## src/rtl/instr_pkg.sv

```systemverilog
// instr_pkg
// Purpose: constants and types shared by the instruction memory and its
// program loader, so both sides agree on address width, depth and loader
// state encoding.
// Contents:
//   IM_ADDR_W      instruction memory address width
//   IM_DEPTH       instruction memory entries
//   loader_state_t loader FSM state encoding
//   clamp_nwords   limits a requested load length to the memory depth
package instr_pkg;

  localparam int IM_ADDR_W = 7;
  localparam int IM_DEPTH  = 128;

  typedef enum logic [1:0] {
    ST_IDLE  = 2'd0,
    ST_RECV  = 2'd1,
    ST_WRITE = 2'd2,
    ST_DONE  = 2'd3
  } loader_state_t;

  function automatic logic [7:0] clamp_nwords(input logic [7:0] n, input int depth);
    if (int'(n) > depth) return 8'(depth);
    return n;
  endfunction

endpackage

```

## src/rtl/instr_loader_if.sv

```systemverilog
// instr_loader_if
// Purpose: groups the loader's byte-stream handshake and the instruction
// memory write port.
// Signals:
//   in_valid   byte source has a byte
//   in_byte    stream byte
//   in_ready   loader accepts a byte this cycle
//   mem_we     instruction memory write enable
//   mem_addr   write address
//   mem_wdata  write data
// Modports: slave = loader side, master = byte source / memory model side.
interface instr_loader_if
  import instr_pkg::*;
#(
  parameter int ADDR_W = IM_ADDR_W
) ();

  logic              in_valid;
  logic [7:0]        in_byte;
  logic              in_ready;
  logic              mem_we;
  logic [ADDR_W-1:0] mem_addr;
  logic [31:0]       mem_wdata;

  modport slave (
    input  in_valid, in_byte,
    output in_ready, mem_we, mem_addr, mem_wdata
  );

  modport master (
    output in_valid, in_byte,
    input  in_ready, mem_we, mem_addr, mem_wdata
  );

endinterface

```

## src/rtl/byte_packer.sv

```systemverilog
// byte_packer
// Purpose: assembles four bytes into a little-endian 32-bit word. Byte k of
// a word lands in bits [8k+7:8k].
// Ports:
//   clk       system clock
//   rst       synchronous active-high reset
//   clr       discard any partial word and restart at byte 0
//   take      a byte transfers this cycle
//   byte_in   the byte being transferred
//   word      assembled word (stable after the 4th byte until the next take)
//   complete  high in the cycle the 4th byte of a word is taken
module byte_packer (
  input  logic        clk,
  input  logic        rst,
  input  logic        clr,
  input  logic        take,
  input  logic [7:0]  byte_in,
  output logic [31:0] word,
  output logic        complete
);

  logic [1:0] count;

  always_ff @(posedge clk) begin
    if (rst || clr) begin
      word  <= '0;
      count <= '0;
    end else if (take) begin
      word[{count, 3'b000} +: 8] <= byte_in;
      count                      <= count + 2'd1;
    end
  end

  assign complete = take && (count == 2'd3);

endmodule

```

## src/rtl/instr_loader.sv

```systemverilog
// instr_loader
// Purpose: loads a program into instruction memory from a byte stream.
// Bytes are packed into little-endian words and written from address 0
// upward; the core is held in reset until the load completes.
// Ports:
//   clk       system clock
//   rst       synchronous active-high reset
//   start     one-cycle pulse that begins a load (honoured in IDLE or DONE)
//   nwords    words to load, sampled on start, clamped to DEPTH
//   bus       byte stream handshake + instruction memory write port
//   busy      load in progress
//   done      load finished, held until next start or rst
//   cpu_hold  core reset request, high from rst until done
//
// state    | meaning
// ---------+------------------------------------------------
// ST_IDLE  | after reset, waiting for start
// ST_RECV  | accepting bytes of the current word
// ST_WRITE | one-cycle write of the assembled word
// ST_DONE  | load complete, core released, start reloads
module instr_loader
  import instr_pkg::*;
#(
  parameter int ADDR_W = IM_ADDR_W,
  parameter int DEPTH  = IM_DEPTH
) (
  input  logic           clk,
  input  logic           rst,
  input  logic           start,
  input  logic [7:0]     nwords,
  instr_loader_if.slave  bus,
  output logic           busy,
  output logic           done,
  output logic           cpu_hold
);

  loader_state_t     state_q, state_d;
  logic [7:0]        words_left;
  logic [ADDR_W-1:0] addr_q;
  logic [7:0]        nw_clamped;
  logic              load;
  logic              in_ready_i, we_i, busy_i, done_i, hold_i;
  logic              take, complete;
  logic [31:0]       word;

  assign nw_clamped = clamp_nwords(nwords, DEPTH);
  assign take       = bus.in_valid && in_ready_i;

  byte_packer u_packer (
    .clk      (clk),
    .rst      (rst),
    .clr      (load),
    .take     (take),
    .byte_in  (bus.in_byte),
    .word     (word),
    .complete (complete)
  );

  always_ff @(posedge clk) begin
    if (rst) state_q <= ST_IDLE;
    else     state_q <= state_d;
  end

  always_comb begin
    state_d    = state_q;
    load       = 1'b0;
    in_ready_i = 1'b0;
    we_i       = 1'b0;
    busy_i     = 1'b0;
    done_i     = 1'b0;
    hold_i     = 1'b1;
    case (state_q)
      ST_IDLE, ST_DONE: begin
        if (state_q == ST_DONE) begin
          done_i = 1'b1;
          hold_i = 1'b0;
        end
        if (start) begin
          load    = 1'b1;
          state_d = (nw_clamped == 8'd0) ? ST_DONE : ST_RECV;
        end
      end
      ST_RECV: begin
        in_ready_i = 1'b1;
        busy_i     = 1'b1;
        if (complete) state_d = ST_WRITE;
      end
      ST_WRITE: begin
        we_i    = 1'b1;
        busy_i  = 1'b1;
        state_d = (words_left == 8'd1) ? ST_DONE : ST_RECV;
      end
      default: state_d = ST_IDLE;
    endcase
  end

  // words_left counts down to the final write; the address only advances
  // when another word follows, so it stops at the last written location
  // instead of wrapping after a full-depth load.
  always_ff @(posedge clk) begin
    if (rst) begin
      words_left <= '0;
      addr_q     <= '0;
    end else if (load) begin
      words_left <= nw_clamped;
      addr_q     <= '0;
    end else if (state_q == ST_WRITE) begin
      words_left <= words_left - 8'd1;
      if (words_left != 8'd1) addr_q <= addr_q + ADDR_W'(1);
    end
  end

  // Outputs are forced to their reset values while rst is high so that no
  // write can land on the reset edge, even if rst arrives during ST_WRITE.
  assign bus.in_ready  = in_ready_i && !rst;
  assign bus.mem_we    = we_i && !rst;
  assign bus.mem_addr  = rst ? '0 : addr_q;
  assign bus.mem_wdata = (we_i && !rst) ? word : 32'd0;
  assign busy          = busy_i && !rst;
  assign done          = done_i && !rst;
  assign cpu_hold      = hold_i || rst;

endmodule

```

## src/flat_wrapper.sv

```systemverilog
// flat-port wrapper written by rule: the top's interface ports become plain ports
module instr_loader_flat import instr_pkg::*;
#(
  parameter int ADDR_W = IM_ADDR_W,
  parameter int DEPTH  = IM_DEPTH
)
  (clk, rst, start, nwords, busy, done, cpu_hold, bus_in_valid, bus_in_byte, bus_in_ready, bus_mem_we, bus_mem_addr, bus_mem_wdata);
  instr_loader_if #(.ADDR_W(ADDR_W)) bus_i ();
  input  logic clk;
  input  logic rst;
  input  logic start;
  input  logic [7:0] nwords;
  output logic busy;
  output logic done;
  output logic cpu_hold;
  input wire logic [$bits(bus_i.in_valid)-1:0] bus_in_valid;
  input wire logic [$bits(bus_i.in_byte)-1:0] bus_in_byte;
  output wire logic [$bits(bus_i.in_ready)-1:0] bus_in_ready;
  output wire logic [$bits(bus_i.mem_we)-1:0] bus_mem_we;
  output wire logic [$bits(bus_i.mem_addr)-1:0] bus_mem_addr;
  output wire logic [$bits(bus_i.mem_wdata)-1:0] bus_mem_wdata;
  assign bus_i.in_valid = bus_in_valid;
  assign bus_i.in_byte = bus_in_byte;
  assign bus_in_ready = bus_i.in_ready;
  assign bus_mem_we = bus_i.mem_we;
  assign bus_mem_addr = bus_i.mem_addr;
  assign bus_mem_wdata = bus_i.mem_wdata;
  instr_loader #(.ADDR_W(ADDR_W), .DEPTH(DEPTH)) u_core (.clk(clk), .rst(rst), .start(start), .nwords(nwords), .bus(bus_i), .busy(busy), .done(done), .cpu_hold(cpu_hold));
endmodule
```

## config.mk

```make
export PLATFORM = sky130hd
export DESIGN_NAME = instr_loader_flat
export DESIGN_NICKNAME = d
export VERILOG_FILES = /design/src/rtl/instr_pkg.sv /design/src/rtl/instr_loader_if.sv /design/src/rtl/byte_packer.sv /design/src/rtl/instr_loader.sv /design/src/flat_wrapper.sv
export SDC_FILE = /design/constraint.sdc
export NUM_CORES = 1
export LEC_CHECK = 0
export CORE_ASPECT_RATIO = 0.6
export CORE_MARGIN = 2
export CORE_UTILIZATION = 49
export CTS_CLUSTER_SIZE = 30
export DETAILED_ROUTE_END_ITERATION = 16
export GPL_TIMING_DRIVEN = 0
export HOLD_SLACK_MARGIN = 0.05
export PLACE_DENSITY = 0.78
export SLEW_MARGIN = 40
export SYNTH_ARGS = -nofsm -noshare
export SYNTH_HDL_FRONTEND = slang
export SYNTH_SLANG_ARGS = --single-unit
```

## constraint.sdc

```tcl
create_clock -name clk -period 2.3 [get_ports clk]
set_clock_uncertainty 0.05 [all_clocks]
set_input_delay 0.46 -clock clk [delete_from_list [all_inputs] [get_ports clk]]
set_output_delay 0.46 -clock clk [all_outputs]
set_load 0.05 [all_outputs]
```

### Word-level counts from Yosys, hierarchy flattened

Index checks and enable logic that the tools add are counted.

| operators by class | value |
|---|---|
| $add $sub $neg | 4 |
| order comparisons | 1 |
| equal/unequal tests | 8 |
| shift-type cells | 2 |
| multiplexer cells | 22 |
| reduce and logical (&&, ||, !) cells | 17 |

Operators with widths:

| kind | number |
|---|---|
| 32-bit bitwise mux | 1 |
| 32-bit 2-to-1 mux | 1 |
| 8-bit 2-to-1 mux | 4 |
| 8-bit by 7-bit variable shift with 32-bit output, first input constant | 1 |
| 8-bit by 7-bit variable part select with 32-bit output | 1 |
| 1-bit 2-to-1 mux | 10 |
| 8-bit by 1-bit == test with 1-bit output, second input constant | 1 |
| 8-bit greater-than comparator, second input constant | 1 |
| 8-bit logical NOT | 1 |
| 2-bit 2-to-1 mux | 4 |
| 8-bit by 1-bit != test with 1-bit output, second input constant | 1 |
| 8-bit by 1-bit subtractor with 8-bit output, second input constant | 1 |
| 7-bit by 1-bit adder with 7-bit output, second input constant | 1 |
| 7-bit 2-to-1 mux | 1 |
| 5-bit negation with 7-bit output | 1 |
| 2-bit == test, second input constant | 3 |
| 1-bit logical AND | 6 |
| 2-bit one-hot mux with 3 select lines | 1 |
| 2-bit OR reduction | 3 |
| 2-bit AND reduction | 2 |
| 2-bit by 1-bit adder with 2-bit output, second input constant | 1 |
| 2-bit by 1-bit == test with 1-bit output, second input constant | 1 |
| 2-bit logical NOT | 1 |
| 1-bit logical OR | 2 |
| 4 further kinds | 4 |

| word-level totals | value |
|---|---|
| register bits after elaboration | 51 |

### Logic depth before layout (Yosys ltp)

| depth | value |
|---|---|
| depth in word-level cells | 7 |
| gate-level depth with buffers | 8 |

### Cells and area by module

Synthesis repeated with hierarchy kept, for this count alone.

| unflattened totals | value |
|---|---|
| cells, all modules | 304 |
| area total of the unflattened synthesis | 2591.2 µm² |

By module, submodules not included:

| module | times used | cells each | area each (µm²) | sequential area each (µm²) |
|---|---|---|---|---|
| byte_packer | 1 | 141 | 1350.0 | 680.7 |
| instr_loader | 1 | 163 | 1241.2 | 340.3 |

### Worst setup path after synthesis

No wires, ideal clock.

| timing path | value |
|---|---|
| path type | register to output |
| start point | register u_core.state_q[0] |
| end point | output bus_mem_wdata[22] |
| data arrival time | 1921 ps |
| data required time | 1790 ps |
| path slack | -131 ps |
| cell stages (with the launch flop) | 6 |
| buffers on the path | 1 |
| cells stage by stage | dfxtp_1 -> inv_1 -> ha_1 -> nor2b_1 -> clkbuf_1 -> and2_1 |

| on the way | value |
|---|---|
| longest elaborated chain between the ends | 4 |

Ends and longest elaborated chain:

| what | RTL line | source |
|---|---|---|
| from (decl) | instr_loader.sv:37 | `loader_state_t state_q, state_d;` |
| from (signal assigned) | instr_loader.sv:61 | `else state_q <= state_d;` |
| 2-bit == test | instr_loader.sv:72 | `case (state_q)` |
| 1-bit 2-to-1 mux | instr_loader.sv:72 |  |
| 1-bit logical AND | -- |  |
| named net bus_mem_we | flat_wrapper.sv:19 | `output wire logic [$bits(bus_i.mem_we)-1:0] bus_mem_we;` |
| 32-bit 2-to-1 mux | instr_loader.sv:118 | `assign bus.mem_wdata = (we_i && !rst) ? word : 32'd0;` |
| to (decl) | flat_wrapper.sv:21 | `output wire logic [$bits(bus_i.mem_wdata)-1:0] bus_mem_wdata;` |

The timed path passes the listed nets, and every way through them passes these cells.

### Final worst setup path

| timing path | value |
|---|---|
| start point | register u_core.state_q[1] |
| end point | output bus_mem_wdata[0] |

| on the way | value |
|---|---|
| longest elaborated chain between the ends | 4 |

Ends and longest elaborated chain:

| what | RTL line |
|---|---|
| 2-bit == test | instr_loader.sv:72 |
| 1-bit 2-to-1 mux | instr_loader.sv:72 |
| 1-bit logical AND | instr_loader.sv:118 |
| 32-bit 2-to-1 mux | instr_loader.sv:118 |

Every way passes these cells.

==> metrics.txt <==
outcome=complete, no violations; H-Tree Depth=2; Port Buffers=just over 60; Post-Layout Cell Count=around 420; first-pass GRT wire length=between 10000 and 15000 um; Final period util=0.968; Worst-path clk slew=~90 ps; DRC violations left=0; Sw Pwr=between 600 and 700 uW; CTS Root Cell=clkbuf_8; share of the synthesized area in the top cell type=0.399; placed insts=roughly 410; TritonCTS clock tree=built; Site Rows=20; met2 wire length=around 2600 um; worst ir drop on vdd=~0.33 mV; first drt pass iteration count=4; Final setup violation count=0; Initial Utilization=0.506; Most used DFF post-synth=dfxtp_1; leakage=around 1.3 nW; final WL=between 6000 and 7000 um; Iteration-0 DRC Markers=between 100 and 150; Synth Area in Adders=0.0538; area leader, netlist=dfxtp_1; worst relative slew slack=0.593; RSZ-0062 raised after global routing=yes; post-route minimum period=2230 ps; Final nets=between 300 and 400; layout cells sized above 1=0.218; CP Class=reg2out; Worst R2R Start=u_core.u_packer.count[0]$_SDFFE_PP0P_; Synth Area in XOR/XNOR=0.0342; setup ws final=approximately 73 ps; uppermost layer routed=met4; Cell variety after synth=40; count leader, synth=dfxtp_1; Max Clk Rate=roughly 450 MHz; Pint=roughly 1.5 mW; GRT Total Usage=0.225; register area share after synthesis=0.399; via count=around 2300; clock sink count=between 50 and 60; mux cell area share after synthesis=0; synth cell count leaders=dfxtp_1, nor2_1, and2_1, a22oi_1, a21oi_1; WL/cell=about 15 um; worst path required time=roughly 1800 ps; FILL cells=about 440; Die X=a little under 100 um; Comb pwr share=0.252; Hold Path Class=reg2reg; startpoint types=flop; Async SR Flop Fraction=0; Mapped Nets=317; Ys Warns=0; syn avg cell area=between 8 and 9 um2; hold wc startpoint=u_core.u_packer.count[1]$_SDFFE_PP0P_; Area growth, synth to finish=31.0%; compound-gate portion of the synthesized area=0.172; WL met1=about 3300 um; Worst Setup SP=u_core.state_q[1]$_SDFFE_PP0P_; Synth Register Bits=51; Simple-Gate Fraction of Synth Area=0.307; Final Max Slew Viols=0; worst-path maximum fanout=6; CTS buffer count=5; Worst Path Arrival=1720 ps; crit end category=output pin; Post-Syn Area=2560 um2; # Max-Cap Violations=0; dpl hpwl=around 4800 um; sequential power share=0.457; Sw Share=0.322; dpl cell area=3260 um2; final hold viol count=0; pre-CTS setup slack=-961 ps; die height=~60 um; Pwr Density=between 600 and 700 nW/um2; vias in the first global route=slightly above 2000; I/O Pins=between 60 and 70; leading post-synthesis cells by cell area=dfxtp_1, a22oi_1, and2_1; Final Instance Area=3350 um2; total core area=5050 um2; Hold-fix buffers, CTS=0; met3 WL=slightly above 400 um; synthesized instance count=approximately 290; routability cong.=between 0.8 and 0.9; initial antenna violation count=0; maximum number of pins on one net before global-route repair=17; later-pin clock latency in the skew report=just over 300 ps; clock buffer depth=2; Inserted Diodes=0; Overflow after GRT=0; clock power share=0.292; EDFF count, synth=0; largest family of logic cells by synthesized area=simple AND/OR/NAND/NOR gates; Least-Margin Pin Slew=~600 ps; antenna-violating nets left=0; DIE AREA=roughly 5800 um2; Avg Vias per Cell=~5.5
## kinds of logic after synthesis
family	Yosys count
adders and majority gates	11
and+or+nand+nor	129
AOI/OAI and AO/OA	63
DFF	51
buffers and inverters	22
xor gates and xnor gates	10
## flip-flops by register name, indices dropped and copies added, names as in the netlist
name and flops:
u_core.state_q 2, u_core.words_left 8, u_core.u_packer.count 2, u_core.addr_q 7, u_core.u_packer.word 32
## power by group through the flow
| stage | sequential [mW] | clock, mW | combinational [mW] |
|---|---|---|---|
| CTS | 0.989 | 0.639 | 0.538 |
| floorplan | 0.997 | 0 | 0.376 |
| global route | 0.999 | 0.672 | 0.598 |
| finish | 0.990 | 0.632 | 0.546 |
| detailed placement | 1.01 | 0 | 0.528 |
| global placement | 1.01 | 0 | 0.516 |
## critical path, cell delays in order, from the launching register on
cell and delay, ps:
dfxtp_1 430, ha_4 200, nor2b_4 250, and2_1 170, clkdlybuf4s15_2 370
## final cells by class
type | instances | area, um2 | area share
multi-input combinational | 213 | 1470 | 0.439
sequential | 51 | 1020 | 0.304
timing repair buffer | 63 | 562 | 0.167
tap | 66 | 82.6 | 0.0246
buffer | 14 | 75.1 | 0.0224
clock buffer | 5 | 68.8 | 0.0205
clock inverter | 3 | 43.8 | 0.0131
inverter | 8 | 30.0 | 0.00895
## through the flow
step	hold WS [ps]	utilization	setup TNS (ps)	total power [mW]
detailed placement	440	0.646	-33560	1.54
CTS	447	0.661	-29.3	2.17
floorplan	418	-	0	1.37
global placement	432	0.646	-32420	1.52
finish	460	0.664	0	2.17
global route	476	0.664	-7.83	2.27
## routing by layer
metal / up-vias / GRT usage
li1: 1147 / -
met1: 1111 / 0.343
met2: 64 / 0.313
met3: 6 / 0.0538
met4: 0 / 0.0635
met5: - / 0
## placed cells by master, fill, tap and decap left out, types with 7 or more instances in the layout
cell             instances
a21oi_1                 15
a22oi_1                 32
and2_1                  33
buf_2                    7
buf_4                   33
clkdlybuf4s15_2         12
clkdlybuf4s50_1         17
dfxtp_1                 51
ha_1                    10
inv_1                    8
nand2_1                 10
nor2_1                  42
nor2b_1                  9
xnor2_1                  7
## path summary, 6_finish.rpt
check | end | slack, ps | depth (start not counted)
setup / recovery | bus_mem_wdata[0] | 70 | 4
hold / removal | u_core.u_packer.count[1]$_SDFFE_PP0P_ | 460 | 2
setup reg to reg | u_core.u_packer.word[11]$_SDFFE_PP0P_ | 150 | 5
hold reg to reg | u_core.u_packer.count[1]$_SDFFE_PP0P_ | 460 | 2
## timing repair
item,in CTS,in global routing
pin swaps,0,1
hold endpoints to repair,0,0
buffers inserted,0,1
endpoints found under the setup margin,44,48
gates resized for setup,234,10
No activity file was read; power rests on OpenSTA's default activity.
